[config.mk]
export PLATFORM = sky130hd
export DESIGN_NAME = vga_text_fetcher_flat
export DESIGN_NICKNAME = d
export VERILOG_FILES = /design/src/rtl/vga_text_fetcher_pkg.sv /design/src/rtl/vga_text_fetcher_if.sv /design/src/rtl/sync_fifo.sv /design/src/rtl/vga_text_fetcher.sv /design/src/flat_wrapper.sv
export SDC_FILE = /design/constraint.sdc
export NUM_CORES = 1
export LEC_CHECK = 0
export CORE_MARGIN = 8
export CORE_UTILIZATION = 30
export DETAILED_ROUTE_END_ITERATION = 10
export REMOVE_ABC_BUFFERS = 1
export SLEW_MARGIN = 40
export SYNTH_ARGS = -nofsm -noshare
export SYNTH_HDL_FRONTEND = slang
export SYNTH_SLANG_ARGS = --single-unit
[constraint.sdc]
create_clock -name clk -period 2.8 [get_ports clk]
set_input_delay 0.28 -clock clk [delete_from_list [all_inputs] [get_ports clk]]
set_output_delay 0.28 -clock clk [all_outputs]
set_load 0.05 [all_outputs]
[src/rtl/vga_text_fetcher_pkg.sv]
// Shared SRAM bus types and VGA text-fetch defaults.
// The fetch FSM state enum and request helpers live here too.
package vga_text_fetcher_pkg;

  localparam int unsigned SRAM_ADDR_WIDTH = 18;
  localparam int unsigned SRAM_DATA_WIDTH = 16;

  typedef struct packed {
    logic [SRAM_ADDR_WIDTH-1:0] address;
    logic [SRAM_DATA_WIDTH-1:0] dout;
    logic                       we_n;
    logic                       oe_n;
    logic                       den;
  } SramRequest_t;

  typedef struct packed {
    logic                       done;
    logic [SRAM_DATA_WIDTH-1:0] din;
  } SramResult_t;

  typedef enum logic [1:0] {
    StIdle,
    StWait,
    StReq,
    StCapt
  } FetchState_t;

  localparam int unsigned VGA_FETCH_DEPTH     = 16;
  localparam int unsigned VGA_FETCH_MAX_WORDS = 128;

  function automatic SramRequest_t sram_request(input logic                       read,
                                                input logic [SRAM_ADDR_WIDTH-1:0] addr);
    SramRequest_t req;
    req         = '0;
    req.address = addr;
    req.we_n    = 1'b1;
    req.oe_n    = ~read;
    return req;
  endfunction

endpackage

[src/rtl/vga_text_fetcher_if.sv]
// SRAM arbiter port seen by the VGA fetcher: read request out, done/data back.
interface vga_text_fetcher_if;
  import vga_text_fetcher_pkg::*;

  SramRequest_t vgaRequest;
  SramResult_t  vgaResult;

  modport master (output vgaRequest, input vgaResult);
  modport slave  (input vgaRequest, output vgaResult);

endinterface

[src/rtl/sync_fifo.sv]
// Single-clock FIFO with synchronous flush and an occupancy count.
// Head word is read straight from the storage registers.
module sync_fifo #(
  parameter int unsigned WIDTH = 16,
  parameter int unsigned DEPTH = 16
) (
  input  logic                         clk,
  input  logic                         rst_n,
  input  logic                         flush,
  input  logic                         push,
  input  logic [WIDTH-1:0]             push_data,
  input  logic                         pop,
  output logic [WIDTH-1:0]             pop_data,
  output logic [$clog2(DEPTH+1)-1:0]   count
);

  localparam int unsigned PtrW   = $clog2(DEPTH);
  localparam int unsigned CountW = $clog2(DEPTH + 1);

  logic [WIDTH-1:0] mem [DEPTH];
  logic [PtrW-1:0]  wr_ptr;
  logic [PtrW-1:0]  rd_ptr;
  logic             push_ok;
  logic             pop_ok;

  always_comb begin
    pop_ok  = pop && (count != '0);
    push_ok = push && ((count != CountW'(DEPTH)) || pop_ok);
  end

  assign pop_data = mem[rd_ptr];

  always_ff @(posedge clk) begin
    if (!rst_n) begin
      mem    <= '{default: '0};
      wr_ptr <= '0;
      rd_ptr <= '0;
      count  <= '0;
    end else if (flush) begin
      wr_ptr <= '0;
      rd_ptr <= '0;
      count  <= '0;
    end else begin
      if (push_ok) begin
        mem[wr_ptr] <= push_data;
        wr_ptr      <= wr_ptr + PtrW'(1);
      end
      if (pop_ok) begin
        rd_ptr <= rd_ptr + PtrW'(1);
      end
      if (push_ok && !pop_ok) begin
        count <= count + CountW'(1);
      end else if (pop_ok && !push_ok) begin
        count <= count - CountW'(1);
      end
    end
  end

endmodule

[src/rtl/vga_text_fetcher.sv]
// Streams one text row of SRAM words into a FIFO per line_start pulse and
// serves them to the pixel stage over a valid/ready handshake.
module vga_text_fetcher
  import vga_text_fetcher_pkg::*;
#(
  parameter int unsigned DEPTH     = VGA_FETCH_DEPTH,
  parameter int unsigned MAX_WORDS = VGA_FETCH_MAX_WORDS
) (
  input  logic                               clk,
  input  logic                               rst_n,
  input  logic                               line_start,
  input  logic [SRAM_ADDR_WIDTH-1:0]         line_base,
  input  logic [$clog2(MAX_WORDS+1)-1:0]     line_words,
  vga_text_fetcher_if.master                 sram,
  output logic [SRAM_DATA_WIDTH-1:0]         px_data,
  output logic                               px_valid,
  input  logic                               px_ready,
  output logic                               busy,
  output logic                               underflow
);

  localparam int unsigned WordsW = $clog2(MAX_WORDS + 1);
  localparam int unsigned CountW = $clog2(DEPTH + 1);
  localparam logic [CountW-1:0] LastFree = CountW'(DEPTH - 1);
  localparam logic [CountW-1:0] FullCount = CountW'(DEPTH);

  FetchState_t                state;
  logic [SRAM_ADDR_WIDTH-1:0] cur_addr;
  logic [WordsW-1:0]          remaining;
  logic [CountW-1:0]          fifo_count;
  logic                       push;
  logic                       pop_ok;
  logic                       fills_fifo;

  always_comb begin
    pop_ok     = px_valid && px_ready;
    // A restart in the capture cycle drops the word being returned.
    push       = (state == StCapt) && sram.vgaResult.done && !line_start;
    fills_fifo = (fifo_count == LastFree) && !pop_ok;
    px_valid   = (fifo_count != '0);
    busy       = (state != StIdle);
  end

  assign sram.vgaRequest = sram_request(state == StReq, cur_addr);

  always_ff @(posedge clk) begin
    if (!rst_n) begin
      state     <= StIdle;
      cur_addr  <= '0;
      remaining <= '0;
      underflow <= 1'b0;
    end else if (line_start) begin
      cur_addr  <= line_base;
      remaining <= line_words;
      underflow <= 1'b0;
      state     <= (line_words == '0) ? StIdle : StReq;
    end else begin
      if (px_ready && !px_valid) begin
        underflow <= 1'b1;
      end
      unique case (state)
        StIdle: state <= StIdle;
        StWait: begin
          if (fifo_count < FullCount) begin
            state <= StReq;
          end
        end
        StReq:  state <= StCapt;
        StCapt: begin
          if (sram.vgaResult.done) begin
            cur_addr  <= cur_addr + SRAM_ADDR_WIDTH'(1);
            remaining <= remaining - WordsW'(1);
            if (remaining == WordsW'(1)) begin
              state <= StIdle;
            end else if (fills_fifo) begin
              state <= StWait;
            end else begin
              state <= StReq;
            end
          end else begin
            state <= StReq;
          end
        end
        default: state <= StIdle;
      endcase
    end
  end

  sync_fifo #(
    .WIDTH (SRAM_DATA_WIDTH),
    .DEPTH (DEPTH)
  ) u_fifo (
    .clk       (clk),
    .rst_n     (rst_n),
    .flush     (line_start),
    .push      (push),
    .push_data (sram.vgaResult.din),
    .pop       (px_ready),
    .pop_data  (px_data),
    .count     (fifo_count)
  );

endmodule

[src/flat_wrapper.sv]
// flat-port wrapper written by rule: the top's interface ports become plain ports
module vga_text_fetcher_flat import vga_text_fetcher_pkg::*;
#(
  parameter int unsigned DEPTH     = VGA_FETCH_DEPTH,
  parameter int unsigned MAX_WORDS = VGA_FETCH_MAX_WORDS
)
  (clk, rst_n, line_start, line_base, line_words, px_data, px_valid, px_ready, busy, underflow, sram_vgaRequest, sram_vgaResult);
  vga_text_fetcher_if sram_i ();
  input  logic clk;
  input  logic rst_n;
  input  logic line_start;
  input  logic [SRAM_ADDR_WIDTH-1:0] line_base;
  input  logic [$clog2(MAX_WORDS+1)-1:0] line_words;
  output logic [SRAM_DATA_WIDTH-1:0] px_data;
  output logic px_valid;
  input  logic px_ready;
  output logic busy;
  output logic underflow;
  output wire logic [$bits(sram_i.vgaRequest)-1:0] sram_vgaRequest;
  input wire logic [$bits(sram_i.vgaResult)-1:0] sram_vgaResult;
  assign sram_vgaRequest = sram_i.vgaRequest;
  assign sram_i.vgaResult = sram_vgaResult;
  vga_text_fetcher #(.DEPTH(DEPTH), .MAX_WORDS(MAX_WORDS)) u_core (.clk(clk), .rst_n(rst_n), .line_start(line_start), .line_base(line_base), .line_words(line_words), .sram(sram_i), .px_data(px_data), .px_valid(px_valid), .px_ready(px_ready), .busy(busy), .underflow(underflow));
endmodule
* After elaboration in Yosys (flattened, before gate mapping)
Cells that the tools add are included.
Storage, ports and cells: bits in latches 0, input bits 47, bits in read-only memories 0, bits in registers 298, memories 0, memory bits (writable) 0, output and inout port bits 56
Cells by class: $add $sub $neg 6, equal/unequal tests 7, bitwise logic cells 5, multiplexer cells 21, order comparisons 4, div/mod/pow operators 0, shifts and indexed selects 0, multiply operators 0, reductions and logical operators 24
Operators with widths (count):
- 256-bit bitwise mux | 1
- 16-bit binary-select mux with 4-bit select | 1
- 16-bit demux with 4-bit select | 1
- 18-bit 2-to-1 mux | 3
- 16-bit 2-to-1 mux | 3
- 8-bit 2-to-1 mux | 3
- 18-bit by 1-bit adder with 18-bit output (second input constant) | 1
- 2-bit 2-to-1 mux | 6
- 5-bit >= comparator (second input constant) | 2
- 5-bit 2-to-1 mux | 2
- 4-bit inverter with 5-bit output | 2
- 1-bit logical AND | 9
- 4-bit by 1-bit adder with 4-bit output (second input constant) | 2
- 8-bit by 1-bit == test with 1-bit output (second input constant) | 1
- 8-bit logical NOT | 1
- 2-bit one-hot mux with 4 select lines | 1
- 2-bit nonzero test | 4
- 8-bit by 1-bit subtractor with 8-bit output (second input constant) | 1
- 5-bit by 1-bit adder with 5-bit output (second input constant) | 1
- 5-bit by 4-bit == test with 1-bit output (second input constant) | 1
- 5-bit by 1-bit < comparator with 1-bit output (second input constant) | 1
- 5-bit < comparator (second input constant) | 1
- 5-bit inequality test (second input constant) | 1
- 5-bit nonzero test | 1
- 10 further kinds | 17

* Logic depth before layout (Yosys ltp)
depth after elaboration 9, gate-level depth with buffers 11, depth with buffers taken out 11

* Modules after synthesis
Synthesis repeated with hierarchy kept, for this count alone.
Unflattened totals: cell total of the unflattened synthesis 1317, area, all modules 13320.3 um^2
Modules (own cells, without submodules):
- sync_fifo | cells each 1101, instances 1, area an instance 11618.6 um^2
- vga_text_fetcher | cells each 216, instances 1, area an instance 1701.6 um^2

* Least setup slack after synthesis
Ideal clock, no wire load.
path kind register to register, start point register u_core.u_fifo.count[1], end point register u_core.u_fifo.count[4], library setup time 0.121 ns, arrival time 2.839 ns, setup slack -0.160 ns, buffers on the path 1, cell stages (with the launch flop) 12, cells stage by stage dfxtp_1 -> nor4_4 -> a311oi_4 -> buf_6 -> ha_1 -> inv_1 -> ha_1 -> nor2b_1 -> o21a_1 -> or3_1 -> a21o_1 -> mux2_2
On the way: word-level cells in the longest chain between the ends 7, elaborated cells on any way between the ends 14, those cells by class 2 x add/sub; 1 x eq/ne; 2 x mux; 9 x reduce/logical
Ends and longest elaborated chain:
- start, declared | RTL line sync_fifo.sv:14 | output logic [$clog2(DEPTH+1)-1:0] count
- start signal, assigned | RTL line sync_fifo.sv:52 | count <= count + CountW'(1);
- start signal, assigned | RTL line sync_fifo.sv:54 | count <= count - CountW'(1);
- 5-bit nonzero test | RTL line sync_fifo.sv:27 | pop_ok = pop && (count != '0);
- 1-bit logical AND | RTL line sync_fifo.sv:27
- 1-bit logical OR * | RTL line sync_fifo.sv:28 | push_ok = push && ((count != CountW'(DEPTH)) || pop_ok);
- 1-bit logical AND * | RTL line sync_fifo.sv:28
- via u_core.u_fifo.push_ok | RTL line sync_fifo.sv:23 | logic push_ok;
- 1-bit logical NOT | RTL line sync_fifo.sv:53 | end else if (pop_ok && !push_ok) begin
- 1-bit logical AND | RTL line sync_fifo.sv:53
- 2-bit nonzero test (no line)
Mark *: on every way through the listed nets, which the timed path passes. The rest lies on a longest branch. The select of a mux whose other input is x is not followed. A chain may end at the register's enable or synchronous reset.

* Final worst setup path
start point register u_core.u_fifo.rd_ptr[0], end point output px_data[7]
On the way: word-level cells in the longest chain between the ends 4
Ends and longest elaborated chain:
- start, declared | RTL line sync_fifo.sv:22 | logic [PtrW-1:0] rd_ptr;
- start signal, assigned | RTL line sync_fifo.sv:49 | rd_ptr <= rd_ptr + PtrW'(1);
- 4-bit inverter with 5-bit output (not written as such) | RTL line sync_fifo.sv:31 | assign pop_data = mem[rd_ptr];
- 16-bit binary-select mux with 4-bit select | RTL line sync_fifo.sv:31
- 16-bit 2-to-1 mux (not written as such) (2 in a row) | RTL line sync_fifo.sv:31
- end, declared | RTL line flat_wrapper.sv:14 | output logic [SRAM_DATA_WIDTH-1:0] px_data;
Every way passes these cells. The select of a mux whose other input is x is not followed.

==> run_results.csv <==
group,metric,value,unit
cts,path_clk_slew,0.06,ns
synth,synth-xor-area-share,2.11,%
synth,synth_common_cells,"dfxtp_1, nand2_1, nand3_1",
timing,setup_viol,1,
power,max-vdd-ir-drop,0.439,mV
grt,grt_max_degree,61,
cts,insertion_delay,0.58,ns
floorplanning,dieHeight,226,um
timing,fin_ws,-0.0142,ns
worst_setup_path,critPathMaxFanout,7,
grt,overflow,0,
timing,period_needed,2.81,ns
power,leakagePower,5.41,nW
synth,syn-cell-area,0.0133,mm^2
worst_setup_path,cp.buffers_inverters,4,
synth,synth_compound_area_share,7.74,%
place,portBuffers,84,
worst_setup_path,crit_family,"multiplexers",
timing,max_freq,355,MHz
worst_setup_path,critPathCaptureType,"output port",
timing,tns,-0.0142,ns
worst_setup_path,cpPeakStageDelay,0.52,ns
cells_and_area,drive_gt1_share,18.6,%
place,dp_hpwl,21500,um
synth,ys_types,52,
synth,synth-main-ff-cell,"dfxtp_1",
synth,synth_top_family_by_area,"multiplexers",
worst_hold_path,hold_path_class,"input port to flop",
detailed_routing,vias,9641,
grt,grt_pass1_vias,9586,
detailed_routing,wl_per_cell,17.6,um
synth,yosysWarningCount,0,
cells_and_area,final_area,0.0161,mm^2
synth,ys_seq_elements,298,
detailed_routing,first_pass_iters,5,
worst_setup_path,critPathArrivalTime,2.53,ns
synth,synthMuxAreaShare,23.4,%
cells_and_area,layout.nets,1419,
floorplanning,die_x,226,um
cells_and_area,finalNonFillerCells,1972,
timing,max_slew_margin,50.8,%
cts,cts.sinks,298,
worst_setup_path,crit_slowest_cell,"mux4_2",
detailed_routing,ant_nets,0,
grt,grtUsageTotal,13.1,%
floorplanning,dieArea,0.0513,mm^2
cts,htreeDepth,1,
cts,cts_inserted_buffers,30,
floorplanning,ios,103,
synth,syn_avg_cell_area,10.4,um^2
cells_and_area,synthToLayoutAreaGrowth,21.1,%
place,place_area,0.0148,mm^2
cts,clk_path_buf_depth,3,
grt,grt_first_pass_wirelength,53900,um
detailed_routing,drt_wl_total,34600,um
grt,antenna_found_initial,0,
timing,fin_crit_sh,101,%
place,gp_congestion,0.762,
floorplanning,num_rows,77,
synth,yosys.area.top_type,"dfxtp_1",
status,violations,"negative setup slack",
worst_setup_path,required,2.52,ns
cts,cts_root_buffer,"clkbuf_16",
timing,finalMaxSlewViolations,0,
synth,synthCells,1279,
timing,rsz0062_at_grt,"yes",
timing,hold_ws,0.155,ns
synth,async_flop_share,0,%
synth,synth_most_common_cell,"dfxtp_1",
worst_setup_path,worstSetupStartpointType,"flop",
detailed_routing,post-route-drc-count,0,
run,maxCapViolCount,0,
place,post-place-cells,1906,
cts,cts_tree,"done",
worst_setup_path,path_depth,6,
status,status,"finished with violations",
synth,synth_fa_ha_area_share,1.37,%
synth,synth-simple-area-share,14.4,%
worst_setup_path,path_cells,"buf_8 -> buf_12 -> buf_12 -> mux4_2 -> mux4_2 -> buf_8",
power,powerDensity,577,mW/mm^2
worst_hold_path,holdPathStages,3,
synth,ys_seq_area_share,44.9,%
timing,worstMarginPinSlew,0.735,ns
synth,synth_edf_count,0,
synth,ys_top_cells_by_area,"dfxtp_1, mux4_2, mux2i_1",
power,total_power,0.00928,W
synth,synth_top_area_share,44.9,%
floorplanning,start_util,30.3,%
floorplanning,core-area,0.0439,mm^2
cells_and_area,n_antenna_cell,0,
timing,finClkSkew,0.0363,ns
detailed_routing,via_per_inst,4.89,
detailed_routing,drtIter0Drc,773,
worst_setup_path,reg2reg_depth,11,
timing,hold_viol_final,0,
worst_setup_path,crit_type,"flop to output port",
==> power by group <==
group | internal, W | leakage [nW] | switching [W]
registers | 0.00427 | 2.41 | 0.0000390
logic | 0.000246 | 2.48 | 0.000416
clock network | 0.00256 | 0.527 | 0.00174
==> final timing paths <==
path | end | slack (ns) | startpoint
min reg2reg | u_core.u_fifo.mem[99] | 0.45 | u_core.u_fifo.mem[99]
min | u_core.u_fifo.mem[105] | 0.15 | rst_n
max | px_data[7] | -0.01 | u_core.u_fifo.rd_ptr[0]
max reg2reg | u_core.u_fifo.count[4] | 0.16 | u_core.u_fifo.count[1]
==> cells in the final DEF, fill, tap and decap left out, types with 5 or more instances in the layout <==
cell             count
buf_6               10
nand3_1            138
ha_1                13
nand2_1            164
nor2_4               6
clkinv_2             8
nor3_1               9
xor2_1              16
nand4_1              9
mux2i_1            129
a21oi_1             29
bufinv_16            5
clkbuf_16           30
buf_8                7
o21ai_1             66
buf_4               64
dfxtp_1            296
o21ai_2              6
buf_12              10
inv_1               13
o21ai_0             80
clkdlybuf4s50_1     67
nor2_1              25
xnor2_1             16
conb_1              18
clkbuf_8             5
mux4_2              80
==> kinds of logic after synthesis <==
kind of cell	count (synthesis)
and+or+nand+nor	387
DFF	298
muxes	210
AOI/OAI and AO/OA	191
buffers and inverters	145
xor gates and xnor gates	32
adders and majority gates	14
other	2
==> layout make-up <==
cell class | count | area [um^2]
timing repair buffer | 162 | 1680
clock buffer | 38 | 831
fill | 4379 | 27800
inverter | 14 | 52.6
clock inverter | 16 | 236
sequential | 298 | 5970
multi-input combinational | 852 | 6580
tap | 592 | 741
==> through the flow <==
step | setup WS (ns) | util, %
final | -0.0142 | 36.6
after global routing | -0.0766 | 36.6
after floorplan | -1.56 | -
after detailed placement | -0.108 | 33.6
after CTS | -0.0419 | 36.6
after global placement | -0.102 | 33.6
==> state kept, by name, indices dropped and copies added (netlist names) <==
name and count:
u_core.u_fifo.rd_ptr 4, u_core.state 2, u_core.cur_addr 18, u_core.underflow 1, u_core.u_fifo.mem 256, u_core.u_fifo.wr_ptr 4, u_core.u_fifo.count 5, u_core.remaining 8
==> what timing repair did <==
item                                    in CTS  in global routing
hold endpoints to repair                     0                  0
gates cloned                                 3                  0
hold buffers                                 0                  0
resized for setup                           22                  6
buffers inserted                             7                  4
endpoints found under the setup margin      15                 14
pin swaps                                    0                  1
==> worst min-delay path: stages <==
cell and delay [ns]:
buf_8 0.22, nand2_1 0.12, mux2i_1 0.05
==> per-layer routing <==
metal | wire [um] | up-vias | GRT usage, %
met1 | 16100 | 4664 | 17.9
li1 | - | 4686 | -
met3 | 1730 | 54 | 2.28
met4 | 750 | 0 | 3.23
met2 | 16100 | 237 | 21.5
met5 | 0 | - | 0
(Power assumes the default switching activity.)
